File: src/rtl/tl_ul_buffer_if.sv
// TileLink-UL buffer bus bundle: the A and D handshake channels on both sides
// of the buffer. "slave" is the buffer's view; "master" is the surrounding
// environment's view.
interface tl_ul_buffer_if #(
  parameter int ADDR_W   = 32,
  parameter int DATA_W   = 32,
  parameter int SOURCE_W = 5,
  parameter int SINK_W   = 1,
  parameter int SIZE_W   = 3
);
  localparam int AW = 6 + SIZE_W + SOURCE_W + ADDR_W + DATA_W/8 + DATA_W;
  localparam int DW = 3 + 2 + SIZE_W + SOURCE_W + SINK_W + 1 + DATA_W + 1;

  logic          a_in_valid;
  logic          a_in_ready;
  logic [AW-1:0] a_in_bits;
  logic          a_out_valid;
  logic          a_out_ready;
  logic [AW-1:0] a_out_bits;
  logic          d_in_valid;
  logic          d_in_ready;
  logic [DW-1:0] d_in_bits;
  logic          d_out_valid;
  logic          d_out_ready;
  logic [DW-1:0] d_out_bits;

  modport slave (
    input  a_in_valid, a_in_bits, a_out_ready,
    output a_in_ready, a_out_valid, a_out_bits,
    input  d_in_valid, d_in_bits, d_out_ready,
    output d_in_ready, d_out_valid, d_out_bits
  );

  modport master (
    output a_in_valid, a_in_bits, a_out_ready,
    input  a_in_ready, a_out_valid, a_out_bits,
    output d_in_valid, d_in_bits, d_out_ready,
    input  d_in_ready, d_out_valid, d_out_bits
  );
endinterface

File: src/rtl/tl_ul_buffer.sv
// TileLink-UL buffer: two independent circular FIFOs, one for the A channel
// (master -> slave) and one for the D channel (slave -> master). Beats pass
// through untouched and in arrival order; bursts are just consecutive beats.
// Optional macro TL_UL_BUFFER_FLOW_EN: an empty queue forwards its input
// combinationally (flow-through); without it the latency is always >= 1.

// One channel queue: DEPTH entries, wrapping pointers and an occupancy count.
module tl_ul_buffer_queue #(
  parameter int DEPTH = 2,
  parameter int W     = 8
) (
  input  logic         clock,
  input  logic         reset,
  input  logic         in_valid_i,
  output logic         in_ready_o,
  input  logic [W-1:0] in_bits_i,
  output logic         out_valid_o,
  input  logic         out_ready_i,
  output logic [W-1:0] out_bits_o,
  output logic [4:0]   count_o
);
  localparam int               PTR_W   = (DEPTH > 1) ? $clog2(DEPTH) : 1;
  localparam logic [PTR_W-1:0] LAST    = PTR_W'(DEPTH - 1);
  localparam logic [4:0]       DEPTH_C = 5'(DEPTH);

  logic [W-1:0]     mem_q [DEPTH];
  logic [PTR_W-1:0] wr_ptr_q, wr_ptr_d;
  logic [PTR_W-1:0] rd_ptr_q, rd_ptr_d;
  logic [4:0]       count_q, count_d;
  logic             empty;
  logic             enq;
  logic             deq;

  assign empty      = (count_q == 5'd0);
  assign in_ready_o = (count_q < DEPTH_C);
  assign count_o    = count_q;
  assign deq        = out_ready_i && !empty;

`ifdef TL_UL_BUFFER_FLOW_EN
  // An empty queue shows the incoming beat directly; if it is taken in the
  // same cycle it never touches storage.
  assign out_valid_o = !empty || in_valid_i;
  assign out_bits_o  = empty ? in_bits_i : mem_q[rd_ptr_q];
  assign enq         = in_valid_i && in_ready_o && !(empty && out_ready_i);
`else
  assign out_valid_o = !empty;
  assign out_bits_o  = mem_q[rd_ptr_q];
  assign enq         = in_valid_i && in_ready_o;
`endif

  // Next pointers wrap at DEPTH-1 so non-power-of-two depths work; the count
  // holds when an enqueue and a dequeue coincide.
  always_comb begin
    wr_ptr_d = wr_ptr_q;
    rd_ptr_d = rd_ptr_q;
    count_d  = count_q;
    if (enq) wr_ptr_d = (wr_ptr_q == LAST) ? '0 : wr_ptr_q + PTR_W'(1);
    if (deq) rd_ptr_d = (rd_ptr_q == LAST) ? '0 : rd_ptr_q + PTR_W'(1);
    case ({enq, deq})
      2'b10:   count_d = count_q + 5'd1;
      2'b01:   count_d = count_q - 5'd1;
      default: count_d = count_q;
    endcase
  end

  // Control state; reset empties the queue and overrides any handshake.
  always_ff @(posedge clock) begin
    if (reset) begin
      wr_ptr_q <= '0;
      rd_ptr_q <= '0;
      count_q  <= '0;
    end else begin
      wr_ptr_q <= wr_ptr_d;
      rd_ptr_q <= rd_ptr_d;
      count_q  <= count_d;
    end
  end

  // Storage is deliberately not reset; stale entries are unreachable once
  // the pointers and count are cleared.
  always_ff @(posedge clock) begin
    if (enq) mem_q[wr_ptr_q] <= in_bits_i;
  end
endmodule

module tl_ul_buffer #(
  parameter int DEPTH_A  = 2,
  parameter int DEPTH_D  = 2,
  parameter int ADDR_W   = 32,
  parameter int DATA_W   = 32,
  parameter int SOURCE_W = 5,
  parameter int SINK_W   = 1,
  parameter int SIZE_W   = 3
) (
  input  logic                clock,
  input  logic                reset,
  tl_ul_buffer_if.slave       bus,
  output logic [4:0]          a_count,
  output logic [4:0]          d_count
);
  localparam int AW = 6 + SIZE_W + SOURCE_W + ADDR_W + DATA_W/8 + DATA_W;
  localparam int DW = 3 + 2 + SIZE_W + SOURCE_W + SINK_W + 1 + DATA_W + 1;

  tl_ul_buffer_queue #(.DEPTH(DEPTH_A), .W(AW)) u_a_queue (
    .clock       (clock),
    .reset       (reset),
    .in_valid_i  (bus.a_in_valid),
    .in_ready_o  (bus.a_in_ready),
    .in_bits_i   (bus.a_in_bits),
    .out_valid_o (bus.a_out_valid),
    .out_ready_i (bus.a_out_ready),
    .out_bits_o  (bus.a_out_bits),
    .count_o     (a_count)
  );

  tl_ul_buffer_queue #(.DEPTH(DEPTH_D), .W(DW)) u_d_queue (
    .clock       (clock),
    .reset       (reset),
    .in_valid_i  (bus.d_in_valid),
    .in_ready_o  (bus.d_in_ready),
    .in_bits_i   (bus.d_in_bits),
    .out_valid_o (bus.d_out_valid),
    .out_ready_i (bus.d_out_ready),
    .out_bits_o  (bus.d_out_bits),
    .count_o     (d_count)
  );
endmodule

File: src/flat_wrapper.sv
// flat-port wrapper written by rule: the top's interface ports become plain ports
module tl_ul_buffer_flat 
#(
  parameter int DEPTH_A  = 2,
  parameter int DEPTH_D  = 2,
  parameter int ADDR_W   = 32,
  parameter int DATA_W   = 32,
  parameter int SOURCE_W = 5,
  parameter int SINK_W   = 1,
  parameter int SIZE_W   = 3
)
  (clock, reset, a_count, d_count, bus_a_in_valid, bus_a_in_bits, bus_a_out_ready, bus_a_in_ready, bus_a_out_valid, bus_a_out_bits, bus_d_in_valid, bus_d_in_bits, bus_d_out_ready, bus_d_in_ready, bus_d_out_valid, bus_d_out_bits);
  tl_ul_buffer_if #(.ADDR_W(ADDR_W), .DATA_W(DATA_W), .SOURCE_W(SOURCE_W), .SINK_W(SINK_W), .SIZE_W(SIZE_W)) bus_i ();
  input  logic clock;
  input  logic reset;
  output logic [4:0] a_count;
  output logic [4:0] d_count;
  input wire logic [$bits(bus_i.a_in_valid)-1:0] bus_a_in_valid;
  input wire logic [$bits(bus_i.a_in_bits)-1:0] bus_a_in_bits;
  input wire logic [$bits(bus_i.a_out_ready)-1:0] bus_a_out_ready;
  output wire logic [$bits(bus_i.a_in_ready)-1:0] bus_a_in_ready;
  output wire logic [$bits(bus_i.a_out_valid)-1:0] bus_a_out_valid;
  output wire logic [$bits(bus_i.a_out_bits)-1:0] bus_a_out_bits;
  input wire logic [$bits(bus_i.d_in_valid)-1:0] bus_d_in_valid;
  input wire logic [$bits(bus_i.d_in_bits)-1:0] bus_d_in_bits;
  input wire logic [$bits(bus_i.d_out_ready)-1:0] bus_d_out_ready;
  output wire logic [$bits(bus_i.d_in_ready)-1:0] bus_d_in_ready;
  output wire logic [$bits(bus_i.d_out_valid)-1:0] bus_d_out_valid;
  output wire logic [$bits(bus_i.d_out_bits)-1:0] bus_d_out_bits;
  assign bus_i.a_in_valid = bus_a_in_valid;
  assign bus_i.a_in_bits = bus_a_in_bits;
  assign bus_i.a_out_ready = bus_a_out_ready;
  assign bus_a_in_ready = bus_i.a_in_ready;
  assign bus_a_out_valid = bus_i.a_out_valid;
  assign bus_a_out_bits = bus_i.a_out_bits;
  assign bus_i.d_in_valid = bus_d_in_valid;
  assign bus_i.d_in_bits = bus_d_in_bits;
  assign bus_i.d_out_ready = bus_d_out_ready;
  assign bus_d_in_ready = bus_i.d_in_ready;
  assign bus_d_out_valid = bus_i.d_out_valid;
  assign bus_d_out_bits = bus_i.d_out_bits;
  tl_ul_buffer #(.DEPTH_A(DEPTH_A), .DEPTH_D(DEPTH_D), .ADDR_W(ADDR_W), .DATA_W(DATA_W), .SOURCE_W(SOURCE_W), .SINK_W(SINK_W), .SIZE_W(SIZE_W)) u_core (.clock(clock), .reset(reset), .bus(bus_i), .a_count(a_count), .d_count(d_count));
endmodule
File: config.mk
export PLATFORM = sky130hd
export DESIGN_NAME = tl_ul_buffer_flat
export DESIGN_NICKNAME = d
export VERILOG_FILES = /design/src/rtl/tl_ul_buffer_if.sv /design/src/rtl/tl_ul_buffer.sv /design/src/flat_wrapper.sv
export SDC_FILE = /design/constraint.sdc
export NUM_CORES = 1
export LEC_CHECK = 0
export BUFFER_PORTS_ARGS = -buffer_cell sky130_fd_sc_hd__clkbuf_2
export CAP_MARGIN = 20
export CORE_ASPECT_RATIO = 0.5
export CORE_MARGIN = 4
export CORE_UTILIZATION = 45
export CTS_CLUSTER_SIZE = 14
export DETAILED_ROUTE_END_ITERATION = 6
export PLACE_DENSITY = 0.7
export SLEW_MARGIN = 10
export SYNTH_ARGS = -nofsm -noshare
export SYNTH_HDL_FRONTEND = slang
export SYNTH_SLANG_ARGS = --single-unit
export TNS_END_PERCENT = 10
File: constraint.sdc
create_clock -name clock -period 4.9 [get_ports clock]
set_input_delay 0.49 -clock clock [delete_from_list [all_inputs] [get_ports clock]]
set_output_delay 0.49 -clock clock [all_outputs]
set_load 0.03 [all_outputs]
==> results.yml, run 1 <==
floorplanning:
  dieArea_um2: 25430
  fp-row-count: 38
  die_h_um: 114.8
  dieWidth_um: 221.6
  ios: 280
  start_util_pct: 46.62
  core_um2: 22010
logic_synthesis:
  yosysSeqAreaShare_pct: 79.20
  netlist_instances: 509
  synth-seq-cells: 276
  synth_cell_types: 27
  synthesis.area_um2: 10260
  synth_nets: 655
  ys_warn_count: 0
  postSynthAreaPerCell_um2: 20.16
power:
  total_power_mw: 9.075
  p_leak_nw: 4.904
  irDropWorstVdd_uv: 397.5
  power_density_nw_per_um2: 709.5
clock_tree:
  cts_resized: 0
  postCtsSetupBuffers: 0
  cts_sinks: 276
  hold_buffers: 0
  clkTransAtPathRegs_ns: 0.06
  cts-htree-levels: 1
  cts_buffers: 25
  clk_path_buf_depth: 3
  cts-root-buf: "clkbuf_16"
  worstSkewPairLatency_ns: 0.51
  cts_tree: "yes"
finish:
  syn_to_final_growth_pct: 24.63
  instances_no_fill: 1116
  n_fill_cell: 1691
  antenna_cells: 0
  finalNetCount: 950
  drive_above_1_share_pct: 48.65
run:
  maxCapViolCount: 0
sta:
  hold_viol: 0
  setup_ws_ns: 1.970
  tns_ns: 0
  fin_crit_sh_pct: 59.81
  finalCriticalPeriod_ns: 2.930
  drv_slew: 0
  tightest_slew_ns: 0.7501
  relSlewSlack_pct: 49.99
  finalSetupViolations: 0
  fmax_mhz: 341.2
  rsz0062_at_grt: "false"
  skew_ns: 0.006485
critical_path:
  crit_required_ns: 4.41
  cpPeakStageDelay_ns: 0.84
  worstPathArrival_ns: 2.44
  path_cells: "buf_4 > mux2_2 > clkbuf_2"
  cp_top_family: "flip-flops"
  path_class: "reg2out"
  cp_num_buf_inv: 2
  end_kind: "primary output"
  crit_path_top_delay_cell: "dfxtp_4"
  start_kind: "flip-flop"
  cp_max_fo: 55
drt:
  vias: 5435
  route.detailed.drc: 0
  totalWireLength_mm: 20.31
  first_iter_violations: 261
  dr.pass1.iters: 4
  viasPerCell: 4.870
  ant_nets: 0
  wire_per_inst_um: 18.20
placed_design:
  place.port_buffers: 279
  routabilityCongestion: 0.7744
  placed_cells: 1076
  place_hpwl_mm: 14.06
  dp_slack_ns: 2.261
status:
  status: "finished clean"
global_routing:
  grt_remaining_overflow: 0
  grt_antenna_before_repair: 0
  track_usage_pct: 15.57
  grt_pass1_wl_mm: 31.05
  grt_max_degree: 56
  grt_pass1_vias: 5770
worst_hold_path:
  hp-class: "in2reg"
-- flip-flops by register name, summed over array words and instances (netlist names), named ones only --
name / cells
u_core.u_a_queue.count_o: 5
u_core.u_a_queue.mem_q: 164
u_core.u_a_queue.rd_ptr_q: 1
u_core.u_a_queue.wr_ptr_q: 1
u_core.u_d_queue.count_o: 5
u_core.u_d_queue.mem_q: 96
u_core.u_d_queue.rd_ptr_q: 1
u_core.u_d_queue.wr_ptr_q: 1
-- layout make-up --
| cell class | count | area, um^2 | share of cell area [%] |
|---|---|---|---|
| clock inverters | 10 | 95.09 | 0.7435 |
| clock buffers | 29 | 640.6 | 5.009 |
| flip-flops and latches | 276 | 8133 | 63.59 |
| inverters | 5 | 18.77 | 0.1467 |
| repair buffers | 286 | 1474 | 11.52 |
| well taps | 300 | 375.4 | 2.935 |
| multi-input cells | 210 | 2053 | 16.05 |
-- kinds of logic after synthesis --
kind of cell | count (synthesis) | share of synthesized area (%)
multiplexers | 133 | 14.57
AND/OR/NAND/NOR | 45 | 2.378
buffers and inverters | 23 | 0.9998
XOR/XNOR | 8 | 0.6828
AO/OA/AOI/OAI | 14 | 0.8046
adder cells (fa/ha/maj) | 10 | 1.366
flip-flops | 276 | 79.20
-- power by group --
group / total (mW) / switching, mW / internal (mW)
sequential: 3.68 / 0.272 / 3.41
clock: 1.81 / 0.786 / 1.03
combinational: 3.58 / 2.46 / 1.12
-- stage by stage --
stage          util [%]  area [um^2]  hold WS [ns]
6_report          58.10        12790        0.1652
2_1_floorplan         -        10260        0.4813
4_1_cts           58.01        12770        0.1336
3_5_place_dp      54.67        12030        0.5023
3_3_place_gp      54.67        12030        0.4991
5_1_grt           58.10        12790        0.1353
-- cell usage in the layout (no fill, tap or decap), types with 3 or more instances in the layout --
master and count:
clkinv_2 4, nand2_1 6, edfxtp_1 260, clkbuf_2 279, ha_1 8, clkbuf_16 25, mux2_2 72, nor2_1 22
a21oi_1 9, xor2_1 5, xnor2_1 3, inv_1 5, clkinv_1 4, dfxtp_1 14, mux2_1 59, buf_4 5
clkbuf_1 4
-- synthesized netlist by cell type --
library cell / n / share of area (%)
nor4bb_1: 2 / 0.20
a21o_1: 2 / 0.15
o31ai_1: 1 / 0.073
mux2_1: 59 / 6.5
nor2_1: 24 / 0.88
or3_1: 2 / 0.12
nor2b_1: 1 / 0.061
nor4_4: 2 / 0.41
nand2b_1: 1 / 0.061
a21oi_1: 9 / 0.44
ha_1: 8 / 0.98
and3_1: 3 / 0.18
xnor2_1: 3 / 0.26
xor2_1: 5 / 0.43
a21boi_1: 2 / 0.15
mux2i_1: 2 / 0.20
buf_2: 13 / 0.63
dfxtp_1: 16 / 3.1
inv_1: 5 / 0.18
clkbuf_1: 5 / 0.18
nand2_1: 6 / 0.22
or4_1: 1 / 0.073
fa_1: 2 / 0.39
edfxtp_1: 260 / 76
nor4_1: 2 / 0.12
mux2_2: 72 / 7.9
nand3_1: 1 / 0.049
-- worst paths after layout --
path / start / to / slack [ns] / depth (start not counted)
max reg2reg: u_core.u_a_queue.count_o[1]$_SDFFE_PP0P_ / u_core.u_a_queue.count_o[4]$_SDFFE_PP0P_ / 2.27 / 8
max: flip-flop / bus_a_out_bits[20] / 1.97 / 3
min: bus_a_in_bits[22] / u_core.u_a_queue.mem_q[1][22]$_DFFE_PP_ / 0.17 / 1
min reg2reg: u_core.u_a_queue.rd_ptr_q$_SDFFE_PP0P_ / u_core.u_a_queue.rd_ptr_q$_SDFFE_PP0P_ / 0.52 / 2
-- worst reg2reg max path: stages (launching register included) --
cell and delay (ns):
dfxtp_1 0.38, nor4_4 0.39, nand2_1 0.22, ha_1 0.32, ha_1 0.34, a21oi_1 0.19, a21oi_1 0.11, or4_1 0.47
a21oi_1 0.15
-- per-layer routing --
metal	vias to the layer above	GRT usage, %	wire (um)
met5	-	0	0
met4	0	3.675	439
met3	28	4.337	1158
met2	143	29.26	10840
met1	2689	18.06	7879
li1	2575	-	-
Note: power is estimated with default switching activity, not from simulation.
==> run 2, diff against run 1 <==
- PLACE_DENSITY: 0.7 -> 0.67
- clock period: 4.9 -> 2.75 ns (I/O delays scaled with it)
==> results.yml, run 2 (synthesis results as in run 1) <==
status:
  status: "finished clean"
sta:
  skew_ns: 0.01027
  relSlewSlack_pct: 56.20
  fmax_mhz: 385.5
  fin_crit_sh_pct: 94.32
  finalSetupViolations: 0
  rsz0062_at_grt: "false"
  finalCriticalPeriod_ns: 2.594
  setup_ws_ns: 0.1562
  tightest_slew_ns: 0.6570
  drv_slew: 0
  hold_viol: 0
drt:
  viasPerCell: 4.843
  dr.pass1.iters: 4
  totalWireLength_mm: 22.34
  wire_per_inst_um: 17.86
  first_iter_violations: 357
  route.detailed.drc: 0
  vias: 6058
  ant_nets: 0
power:
  combPwrFrac_pct: 40.9
  power_density_nw_per_um2: 1174
  intPower_mw: 10.23
  power_switching_mw: 6.440
  pwr-share-seq_pct: 38.9
  p_sw_share_pct: 38.64
  p_clk_share_pct: 20.1
  p_leak_nw: 5.487
  irDropWorstVdd_uv: 628.2
  total_power_mw: 16.67
clock_tree:
  cts-root-buf: "clkbuf_16"
  clk_path_buf_depth: 3
  cts_tree: "yes"
  cts_buffers: 25
  worstSkewPairLatency_ns: 0.51
  clkTransAtPathRegs_ns: 0.06
  cts_sinks: 276
  postCtsSetupBuffers: 0
  cts-htree-levels: 1
global_routing:
  grt_max_degree: 52
  grt_pass1_wl_mm: 35.16
  grt_remaining_overflow: 0
  track_usage_pct: 17.16
  grt_pass1_vias: 6660
  grt_antenna_before_repair: 0
critical_path:
  path_class: "reg2reg"
  crit_path_frequent_cell: "a21oi_1"
  path_cells: "nor4_4 > a21boi_1 > ha_1 > ha_1 > a21oi_1 > a21oi_1 > or4_1 > a21oi_1"
  crit_path_top_delay_cell: "or4_1"
  worstPathArrival_ns: 3.02
  end_kind: "flip-flop"
  crit_required_ns: 3.18
  r2r-start: "u_core.u_a_queue.count_o[4]$_SDFFE_PP0P_"
  endpoint: "u_core.u_a_queue.count_o[4]$_SDFFE_PP0P_"
  cpPeakStageDelay_ns: 0.47
  start_kind: "flip-flop"
  cp_max_fo: 5
  crit_start: "u_core.u_a_queue.count_o[4]$_SDFFE_PP0P_"
  r2r_setup_slack_ns: 0.16
  r2r-end: "u_core.u_a_queue.count_o[4]$_SDFFE_PP0P_"
  rr_worst_depth: 8
run:
  maxCapViolCount: 0
finish:
  instances_no_fill: 1251
  finalNetCount: 1084
  antenna_cells: 0
  final_common_cell: "clkbuf_2"
  post-route-util_pct: 64.50
  top_register: "u_core.u_a_queue.mem_q"
  largest_reg_flops: 164
  drive_above_1_share_pct: 42.69
  top_regs: "u_core.u_a_queue.mem_q: 164 flops, u_core.u_d_queue.mem_q: 96 flops"
  syn_to_final_growth_pct: 38.36
  design_area_um2: 14200
  final_cell_mix: "clkbuf_2, edfxtp_1, dlygate4sd3_1, mux2_2, mux2_1"
placed_design:
  placed_cells: 1081
  place.port_buffers: 279
  place_area_um2: 12130
  dp_slack_ns: 0.1758
  place_hpwl_mm: 14.19
  routabilityCongestion: 0.8021
worst_hold_path:
  hp-class: "in2reg"
  hp-start: "bus_a_in_valid"
floorplanning:
  dieWidth_um: 221.6
  core_um2: 22010
  dieArea_um2: 25430
  ios: 280
  start_util_pct: 46.62
  fp-row-count: 38
  die_h_um: 114.8
## run 2: changes by cell type in the layout (fill, tap and decap cells not counted), sizes merged
cell	change
dlygate4sd3	+130
buf	+4
clkinv	-3
clkbuf	+3
bufinv	+1
## run 2: cell type report
type | count | area (um^2)
Fill cell | 1578 | 7815
Timing Repair Buffer | 420 | 2843
Sequential cell | 276 | 8139
Clock buffer | 32 | 651.9
Clock inverter | 8 | 112.6
Multi-Input combinational cell | 210 | 2058
Inverter | 5 | 18.77
Tap cell | 300 | 375.4
## run 2: metrics by stage
step	hold WS [ns]	setup TNS [ns]
final	0.1667	0
after global routing	0.2109	0
after CTS	0.1440	0
after detailed placement	0.4688	0
after global placement	0.4640	0
after floorplan	0.3739	-17.94
## run 2: power groups by stage
stage                     clock network, mW  registers, mW  logic, mW
final                                  3.35           6.49       6.82
after global routing                   3.62           6.60       7.26
after CTS                              3.44           6.50       6.87
after detailed placement                  0           6.59       6.68
after global placement                    0           6.50       6.62
after floorplan                           0           6.55       4.61
## run 2: per-layer routing
layer | vias to the layer above | wire length, um | share of wire, % | GRT usage [%]
li1 | 2836 | - | - | -
met1 | 3000 | 8632 | 39 | 19.68
met2 | 170 | 11940 | 53 | 32.47
met3 | 52 | 1053 | 4.7 | 4.082
met4 | 0 | 719 | 3.2 | 5.285
met5 | - | 0 | 0 | 0
## run 2: worst max-delay path, delay by kind of cell (launching register included)
kind | cells | cell delay, ns
simple gates | 2 | 0.88
fa+ha+maj | 2 | 0.65
compound gates | 4 | 0.61
flops | 1 | 0.36
## run 2: timing repair
action	4_1_cts	5_1_grt
resized for setup	0	1
hold buffers	130	0
endpoints found under the setup margin	0	1
endpoints found under the hold margin	260	0
## run 2: worst min path at each step
stage | end | slack (ns) | depth (start not counted)
2_1_floorplan | u_core.u_a_queue.mem_q[0][0]$_DFFE_PP_ | 0.37 | 0
3_3_place_gp | u_core.u_a_queue.mem_q[0][28]$_DFFE_PP_ | 0.46 | 1
3_5_place_dp | u_core.u_a_queue.mem_q[1][72]$_DFFE_PP_ | 0.47 | 1
4_1_cts | u_core.u_a_queue.wr_ptr_q$_SDFFE_PP0P_ | 0.14 | 4
5_1_grt | u_core.u_a_queue.wr_ptr_q$_SDFFE_PP0P_ | 0.21 | 4
6_report | u_core.u_a_queue.wr_ptr_q$_SDFFE_PP0P_ | 0.17 | 4
